File: src/rtl/hamming_norm_sched.sv
// Shared-stage scheduler: accepts one pixel's vector of 4-bit census Hamming costs, normalizes
// the lanes serially through a single lookup stage and hands the assembled 7-bit vector
// downstream over a valid/ready handshake.
module hamming_norm_sched #(
  parameter int unsigned NUM_DISP = 8
) (
  input  logic                    clk,
  input  logic                    rst,
  input  logic                    i_clken,
  input  logic                    i_in_valid,
  output logic                    o_in_ready,
  input  logic [4*NUM_DISP-1:0]   i_in_cost,
  output logic                    o_out_valid,
  input  logic                    i_out_ready,
  output logic [7*NUM_DISP-1:0]   o_out_cost,
  output logic                    o_out_ovf,
  output logic                    o_busy,
  output logic [15:0]             o_pix_cnt
);

  localparam int unsigned IdxW = (NUM_DISP > 1) ? $clog2(NUM_DISP) : 1;
  localparam logic [IdxW-1:0] LastIdx = IdxW'(NUM_DISP - 1);

  typedef enum logic [1:0] {StIdle, StRun, StOut} state_e;

  state_e                  r_state;
  state_e                  w_state_next;
  logic [4*NUM_DISP-1:0]   r_in_cost;
  logic [7*NUM_DISP-1:0]   r_out_cost;
  logic [IdxW-1:0]         r_idx;
  logic                    r_ovf_acc;
  logic                    r_out_ovf;
  logic [15:0]             r_pix_cnt;

  logic                    w_in_xfer;
  logic                    w_out_xfer;
  logic                    w_last;
  logic [3:0]              w_code;
  logic [6:0]              w_norm;
  logic                    w_code_ovf;

  // Fixed-point map with 64 = 1.0; codes above 9 are out of range and flagged.
  function automatic logic [6:0] norm_fn(input logic [3:0] code);
    logic [6:0] val;
    case (code)
      4'd0:    val = 7'd64;
      4'd1:    val = 7'd60;
      4'd2:    val = 7'd56;
      4'd3:    val = 7'd53;
      4'd4:    val = 7'd49;
      4'd5:    val = 7'd46;
      4'd6:    val = 7'd43;
      4'd7:    val = 7'd41;
      4'd8:    val = 7'd38;
      4'd9:    val = 7'd36;
      default: val = 7'd0;
    endcase
    return val;
  endfunction

  assign w_in_xfer  = (r_state == StIdle) && i_in_valid && i_clken;
  assign w_out_xfer = (r_state == StOut) && i_out_ready && i_clken;
  assign w_last     = (r_state == StRun) && (r_idx == LastIdx);
  assign w_code     = r_in_cost[int'(r_idx) * 4 +: 4];
  assign w_norm     = norm_fn(w_code);
  assign w_code_ovf = (w_code > 4'd9);

  // FSM state register; clken low freezes the schedule.
  always_ff @(posedge clk or negedge rst) begin
    if (!rst) begin
      r_state <= StIdle;
    end else if (i_clken) begin
      r_state <= w_state_next;
    end
  end

  // Next-state decode: IDLE -> RUN on accept, RUN -> OUT after last lane, OUT -> IDLE on handoff.
  always_comb begin
    w_state_next = r_state;
    unique case (r_state)
      StIdle:  if (w_in_xfer) w_state_next = StRun;
      StRun:   if (w_last) w_state_next = StOut;
      StOut:   if (w_out_xfer) w_state_next = StIdle;
      default: w_state_next = StIdle;
    endcase
  end

  // Datapath: capture on accept, then one lane per enabled cycle into the output vector.
  always_ff @(posedge clk or negedge rst) begin
    if (!rst) begin
      r_in_cost  <= '0;
      r_out_cost <= '0;
      r_idx      <= '0;
      r_ovf_acc  <= 1'b0;
      r_out_ovf  <= 1'b0;
    end else if (i_clken) begin
      if (w_in_xfer) begin
        // Output register deliberately left alone so the previous result stays visible.
        r_in_cost <= i_in_cost;
        r_idx     <= '0;
        r_ovf_acc <= 1'b0;
      end else if (r_state == StRun) begin
        r_out_cost[int'(r_idx) * 7 +: 7] <= w_norm;
        r_idx     <= r_idx + 1'b1;
        r_ovf_acc <= r_ovf_acc | w_code_ovf;
        if (w_last) begin
          r_out_ovf <= r_ovf_acc | w_code_ovf;
        end
      end
    end
  end

  // Completed-transfer counter, wraps modulo 2^16.
  always_ff @(posedge clk or negedge rst) begin
    if (!rst) begin
      r_pix_cnt <= '0;
    end else if (w_out_xfer) begin
      r_pix_cnt <= r_pix_cnt + 16'd1;
    end
  end

  assign o_in_ready  = (r_state == StIdle);
  assign o_out_valid = (r_state == StOut);
  assign o_busy      = (r_state != StIdle);
  assign o_out_cost  = r_out_cost;
  assign o_out_ovf   = r_out_ovf;
  assign o_pix_cnt   = r_pix_cnt;

endmodule

File: config.mk
export PLATFORM = sky130hd
export DESIGN_NAME = hamming_norm_sched
export DESIGN_NICKNAME = d
export VERILOG_FILES = /design/src/rtl/hamming_norm_sched.sv
export SDC_FILE = /design/constraint.sdc
export NUM_CORES = 1
export LEC_CHECK = 0
export ABC_CLOCK_PERIOD_IN_PS = 3100
export BUFFER_PORTS_ARGS = -buffer_cell sky130_fd_sc_hd__buf_2
export CAP_MARGIN = 20
export CORE_MARGIN = 4
export CORE_UTILIZATION = 54
export DETAILED_ROUTE_END_ITERATION = 8
export PLACE_DENSITY = 0.9
export SLEW_MARGIN = 25
export SYNTH_ARGS = -nofsm -noshare
export SYNTH_HDL_FRONTEND = slang
export SYNTH_SLANG_ARGS = --single-unit
File: constraint.sdc
create_clock -name clk -period 3.1 [get_ports clk]
set_input_delay 0.62 -clock clk [delete_from_list [all_inputs] [get_ports clk]]
set_output_delay 0.62 -clock clk [all_outputs]
set_load 0.02 [all_outputs]
-- Yosys cells after proc, flatten, opt, wreduce, memory -nomap -nowiden
Memory sizes are Yosys's and may differ from the RTL's.
Cells that the tools add are included.
- ROM bits: 112
- logic and storage cells: 46
- memories kept: 1
- output and inout port bits: 76
- register bits after elaboration: 111
- input bits: 37
- reductions and logical operators: 13
- magnitude comparators: 1
- equal/unequal tests: 6
- multiplexer cells: 9
- add/subtract/negate cells: 3
- bitwise logic cells: 2
- shift-type cells: 3
- $mul: 1
- memories (memory ; words ; width ; rd ports ; clocked after memory_dff ; write ports ; RTL line ; text):
    (name not given) ; 16 ; 7 ; 1 ; 0 ; 0 ; 45 ; case (code)
- operators with widths (kind ; count):
    $bwmux 56 ; 1
    $shift 7x33->56 const A ; 1
    $shiftx 7x33->56 ; 1
    $neg 6->33 ; 1
    $shiftx 32x6->4 ; 1
    $add 16x1->16 const B ; 1
    $reduce_and 4->1 ; 2
    $mul 3x3->6 const B ; 1
    $mux 2 ; 3
    $mux 3 ; 2
    $pmux 2 s3 ; 1
    $logic_and 1x1->1 ; 5
    $gt 4x4->1 const B ; 1
    $ne 2x1->1 const B ; 2
    $reduce_and 2->1 ; 2
    $reduce_bool 2->1 ; 2
    $add 3x1->3 const B ; 1
    $eq 3x3->1 const B ; 1
    $reduce_and 3->1 ; 1
    $eq 2x1->1 const B ; 1
    $eq 2x2->1 const B ; 1
    $logic_not 2->1 ; 1
    $mux 1 ; 2
    $ne 2x2->1 const B ; 1
    2 further kinds ; 2

-- Longest topological paths before layout
Gate-level depths: netlist (run 1).
- word-level depth: 5
- depth in mapped cells: 9
- mapped depth without buffers: 7

-- Worst setup path after synthesis (run 1)
No wires, ideal clock.
- kind: register to register
- start: reg r_idx[1]
- end: reg r_out_cost[17], in the netlist o_out_cost[17]
- required time: 2.975 ns
- setup slack: 0.649 ns
- data arrival time: 2.326 ns
- setup time: 0.125 ns
- period minus slack after synthesis: 2.451 ns
- buffers on the path: 1
- stages on the path, launching flop included: 8
- path through: dfrtp_1 buf_6 mux4_1 mux2i_1 ha_1 mux2i_1 nor3_1 mux2_2
- word-level cells in the longest chain between the ends: 4
- elaborated cells between the ends (all ways): 7
- classes of those cells: add/sub: 1; mul: 1; shift: 3; mux: 1; memory: 1
- RTL lines (item ; RTL line ; text):
    start: declaration ; 30 ; logic [IdxW-1:0] r_idx;
    start signal: assignment ; 104 ; r_idx <= r_idx + 1'b1;
    $mul 3x3->6 / $shiftx 32x6->4 (equally long branches) ; 103, 64 ;
    $neg 6->33 / $mem_v2 16x7 (equally long branches) ; -- ;
    $shiftx 7x33->56 / $shift 7x33->56 (equally long branches) ; 103 ; r_out_cost[int'(r_idx) * 7 +: 7] <= w_norm;
    $bwmux 56 (*) ; 103 ;
    end signal: indexed assignment ; 103 ;
    end: declaration ; 29 ; logic [7*NUM_DISP-1:0] r_out_cost;
Mark *: on every way between the ends. The rest lies on a longest branch, timed or not.
A chain may end at the register's enable or synchronous reset.

-- Worst setup path after layout (run 1)
- start: reg r_idx[1]
- end: reg r_out_cost[45], in the netlist o_out_cost[45]
The elaborated chain is that of the path after synthesis.

==> summary.txt, run 1 <==
Global route
  – Wire length of the first global-routing pass: 17600 um
  – Met1 usage: 0.271
  – Initial antenna violation count: 0
  – GRT overflow: 0
  – Largest net degree at the start of global routing: 70
  – Grt met3 use: 0.0435
  – Gr usage total: 0.200
  – Gr busiest metal: met2
  – Met2 Use GR: 0.320
  – Vias in the first global route: 3522

Place
  – # placed instances: 602
  – Post-DP HPWL: 7800 um
  – Placed Instance Area: between 5000 and 6000 sq um
  – GP Congestion: 0.800
  – Port Buffers: 112

Setup path
  – Data required time of the critical path: 3.35 ns
  – Crit path max fanout: 8
  – Crit path launch: r_idx[1]
  – Setup CP Type: reg2reg
  – WP data arrival: 3.12 ns
  – R2R setup slack: around 0.23 ns
  – R2R Path End: o_out_cost[45]
  – CP endpoint: o_out_cost[45]
  – R2r startpoint: r_idx[1]
  – Worst Reg-to-Reg Cells: 6
  – CP startpoint kind: register
  – Crit end category: register

Timing
  – Hold_ws: 0.325 ns
  – Pins over their slew limit: 0
  – Fin Setup TNS: 0 ns
  – Crit share post-route: 0.926
  – Worst Skew: approximately 0.014 ns
  – Fmax achieved: 348 MHz
  – Unrepaired setup endpoints after global routing: no
  – Slew of the pin with the lowest slew margin: just over 0.8 ns
  – Slew HR: 0.446
  – Final Hold Viols: 0
  – Final Setup Violations: 0
  – Clock period minus worst slack: roughly 2.9 ns

Die
  – Row cnt: 34
  – Total core area: 8850 sq um
  – Die Wd: 104 um
  – Height of the die: 104 um
  – DIE AREA: 10800 sq um
  – # IOs: 113
  – Initial Util: 0.561

Cells and area
  – P&R area growth vs syn: 17.1%
  – Fill count: 699
  – Multi-input logic area: 2040 sq um
  – Register Area: 2780 sq um
  – Layout Cells excl Fill: between 600 and 700
  – Layout Nets: 552
  – Fin area: 5820 sq um
  – Antenna diode count: 0
  – Most frequent cells in the layout: 111 x buf_2, 111 x dfrtp_1, 59 x mux2_2
  – Layout cells sized above 1: 0.410

CTS
  – Clk buf depth: 2
  – Post-CTS Resized: 0
  – Inserted Clock Buffers: 9
  – H-tree levels: 3
  – Setup Fix Bufs, Post-CTS: 0
  – CTS tree: yes
  – CTS Root Cell: clkbuf_8
  – Clk_lat worst skew: 0.37 ns
  – Hold Buf Count CTS: 0
  – Sink Count: 111
  – Clock Pin Slew Worst Setup and Hold Paths: around 0.11 ns

Run status
  – Outcome: completed

Synth
  – Syn_nets: 437
  – Fraction of registers with async set/reset: 1.00
  – Top FF cell, synth: dfrtp_1
  – Synth warn: 0
  – Synth cell types: 44
  – EDFF count, synth: 0
  – Synthesis-stage register bit count: 111
  – Avg Cell Area, Syn: 12.7 sq um
  – Mapped Area: 4970 sq um
  – Cell count after synthesis: a little under 400
  – Sequential share of the synthesized area: 0.559

Pwr
  – Pwr dens: 1040 nW/um^2
  – PnR Total Power: 6.06 mW
  – Lkg Pwr: 2.98 nW
  – Peak VDD IR: 0.000506 V

Run
  – Max_cap viols: 0

Routing
  – DRC Markers: 0
  – Average wire per standard cell: ~17 um
  – DRT iter0 DRCs: 135
  – Routed WL: between 10000 and 15000 um
  – Antenna Nets Post-Route: 0
  – Via count: 3391
  – Vias per inst: 5.49
  – DRT Pass-1 Iters: 4

Worst hold path
  – Hold/Removal Path Class: in2async
-- stage by stage --
stage	util	setup WS (ns)
4_1_cts	0.657	0.240
3_5_place_dp	0.634	0.279
5_1_grt	0.657	0.0855
2_1_floorplan	-	0.649
6_report	0.657	0.229
3_3_place_gp	0.634	0.452
-- where the power goes --
part / internal, mW / switching, mW
clock network: 0.393 / 0.510
registers: 1.92 / 0.326
logic: 1.15 / 1.77
-- cell families after synthesis --
logic type	after synthesis	share of synthesized area
fa+ha+maj	10	0.0252
xor+xnor	16	0.0282
compound gates	48	0.0675
flops	111	0.559
mux	72	0.190
simple gates	109	0.100
buf+inv	24	0.0302
-- metal layers --
| metal | wire, um | share of wire | vias to the layer above |
|---|---|---|---|
| met4 | 156 | 0.015 | 0 |
| met5 | 0 | 0 | - |
| li1 | - | - | 1600 |
| met2 | 4810 | 0.47 | 118 |
| met1 | 4550 | 0.44 | 1658 |
| met3 | 746 | 0.073 | 15 |
-- synth_stat cells, types with 4 or more instances --
| cell | number | area share |
|---|---|---|
| o31ai_1 | 10 | 0.015 |
| o21ai_0 | 25 | 0.025 |
| nor3_1 | 6 | 0.0060 |
| mux4_1 | 6 | 0.032 |
| nand4_1 | 5 | 0.0063 |
| mux2_2 | 59 | 0.13 |
| ha_1 | 10 | 0.025 |
| nor2_1 | 17 | 0.013 |
| xnor2_1 | 13 | 0.023 |
| inv_1 | 8 | 0.0060 |
| dfrtp_1 | 111 | 0.56 |
| nand2_1 | 56 | 0.042 |
| clkbuf_1 | 8 | 0.0060 |
| buf_6 | 4 | 0.0091 |
| and3_1 | 4 | 0.0050 |
| nand3_1 | 6 | 0.0060 |
-- layout make-up --
| class | count | area share |
|---|---|---|
| clock inverter | 7 | 0.0146 |
| tap | 108 | 0.0232 |
| inverter | 9 | 0.00581 |
| clock buffer | 9 | 0.0213 |
| multi-input combinational | 255 | 0.352 |
| timing repair buffer | 119 | 0.106 |
| sequential | 111 | 0.478 |
-- critical path, stage by stage (launching register included) --
cell and delay [ns]:
dfrtp_1 0.60, mux4_1 0.62, mux2i_1 0.38, ha_1 0.33, mux2i_1 0.40, nor3_1 0.14
mux2_2 0.29
-- worst min-delay path by stage --
stage,end,cells past startpoint,startpoint
after floorplan,o_out_cost[0],0,rst
after global placement,o_pix_cnt[15],1,o_pix_cnt[15]
after detailed placement,o_out_cost[50],2,o_out_cost[50]
after CTS,o_out_cost[54],1,rst
after global routing,o_out_cost[27],1,rst
final,o_out_cost[55],1,rst
-- flip-flops by register name, summed over array words and instances (netlist names) --
register and count:
o_out_cost 56, r_in_cost 32, o_pix_cnt 16, r_idx 3
r_state 2, o_out_ovf 1, r_ovf_acc 1
No activity file was read; power rests on OpenSTA's default activity.
==> run 2: changes to the inputs <==
- REMOVE_ABC_BUFFERS: not set -> 1
==> summary.txt, run 2 (same netlist as run 1, synthesis figures left out) <==
Run status
  – Outcome: completed

Cells and area
  – P&R area growth vs syn: 16.6%
  – Layout cells sized above 1: 0.402
  – Max reg flops: 56
  – Most frequent cells in the layout: 111 x buf_2, 111 x dfrtp_1, 59 x mux2_2
  – Antenna diode count: 0
  – Fin area: 5790 sq um
  – Layout Nets: 550

Worst hold path
  – Hold/Removal Path Class: in2async

Setup path
  – Slowest CP cell: mux4_1
  – CP endpoint: o_out_cost[45]
  – R2r startpoint: r_idx[1]
  – CP Cell Sequence: mux4_1, mux2i_1, ha_1, mux2i_1, nor3_1, mux2_2
  – Data required time of the critical path: 3.35 ns
  – CP Depth: 6
  – Crit path launch: r_idx[1]
  – Setup CP Type: reg2reg
  – Crit path max fanout: 5
  – Crit end category: register
  – R2R Path End: o_out_cost[45]
  – Crit path largest cell delay: around 0.59 ns
  – CP top delay family: multiplexers
  – WP data arrival: 3.01 ns
  – Worst Reg-to-Reg Cells: 6
  – CP dominant cell by count: mux2i_1
  – WP buf/inv: 0
  – R2R setup slack: 0.34 ns
  – CP startpoint kind: register

Timing
  – Unrepaired setup endpoints after global routing: no
  – Final Setup Violations: 0
  – Fmax achieved: about 360 MHz
  – Slew of the pin with the lowest slew margin: 0.851 ns
  – Clock period minus worst slack: about 2.8 ns
  – Slew HR: 0.432
  – Final Hold Viols: 0
  – Crit share post-route: 0.889
  – Pins over their slew limit: 0
  – Worst Skew: 0.0122 ns

CTS
  – Setup Fix Bufs, Post-CTS: 0
  – Inserted Clock Buffers: 9
  – Sink Count: 111
  – CTS Root Cell: clkbuf_8
  – Post-CTS Resized: 0
  – CTS tree: yes
  – Clock Pin Slew Worst Setup and Hold Paths: 0.10 ns
  – Clk buf depth: 2
  – Hold Buf Count CTS: 0
  – H-tree levels: 3
  – Clk_lat worst skew: about 0.36 ns

Global route
  – Vias in the first global route: 3581
  – Gr usage total: 0.206
  – Grt met3 use: 0.0552
  – Largest net degree at the start of global routing: 67
  – Met2 Use GR: 0.340
  – Met1 usage: 0.268
  – Gr busiest metal: met2
  – GRT overflow: 0
  – Wire length of the first global-routing pass: ~18000 um
  – Initial antenna violation count: 0

Routing
  – Vias per inst: approximately 5.5
  – DRT iter0 DRCs: 169
  – Routed WL: 10900 um
  – DRT Pass-1 Iters: 4
  – Via count: about 3.4k
  – Antenna Nets Post-Route: 0
  – DRC Markers: 0
  – Average wire per standard cell: 17.7 um

Run
  – Max_cap viols: 0

Place
  – Placed Instance Area: 5600 sq um
  – GP Congestion: 0.770
  – Post-DP HPWL: 8090 um
  – Port Buffers: between 100 and 150

Pwr
  – Lkg Pwr: 2.96 nW
  – Peak VDD IR: 0.000538 V
  – PnR Total Power: 6.11 mW
  – Pwr dens: between 1000 and 1500 nW/um^2

Die
  – Total core area: 8850 sq um
  – Initial Util: 0.561
  – Row cnt: 34
  – Die Wd: about 100 um
  – # IOs: 113
  – DIE AREA: 10800 sq um
  – Height of the die: 104 um
## run 2: how the worst min path moves through the flow
stage	cells after the start	startpoint	slack, ns	to
global route	1	rst	0.41	r_in_cost[9]
finish	1	rst	0.35	r_in_cost[4]
floorplan	0	rst	0.32	o_out_cost[0]
CTS	1	rst	0.38	o_out_ovf
global placement	1	o_pix_cnt[15]	0.46	o_pix_cnt[15]
detailed placement	2	o_out_cost[43]	0.47	o_out_cost[43]
## run 2: power breakdown
part / internal, mW / switching [mW]
logic: 1.15 / 1.84
registers: 1.92 / 0.342
clock network: 0.393 / 0.466
total: 3.46 / 2.64
## run 2: layer usage
| metal | share of wire | wire (um) |
|---|---|---|
| met4 | 0.012 | 132 |
| met1 | 0.44 | 4830 |
| met5 | 0 | 0 |
| met2 | 0.48 | 5270 |
| met3 | 0.062 | 676 |
## run 2: through the flow
step	instances	TNS, ns	util	setup WS (ns)	hold slack (ns)
floorplan	375	-13.96	-	-0.445	0.324
global placement	600	0	0.633	0.526	0.458
detailed placement	600	0	0.633	0.396	0.468
CTS	615	0	0.655	0.358	0.383
global route	615	0	0.655	0.214	0.408
finish	615	0	0.655	0.343	0.355
## run 2: cell type report
class                      count  area, sq um
fill                         655         3060
sequential                   111         2780
multi-input combinational    255         2040
timing repair buffer         117          613
clock buffer                  12          145
tap                          108          135
clock inverter                 3         43.8
inverter                       9         33.8
## run 2: worst register-to-register path, stage by stage, from the launching register on
cell     delay (ns)
dfrtp_1        0.47
mux4_1         0.59
mux2i_1        0.39
ha_1           0.34
mux2i_1        0.42
nor3_1         0.16
mux2_2         0.28
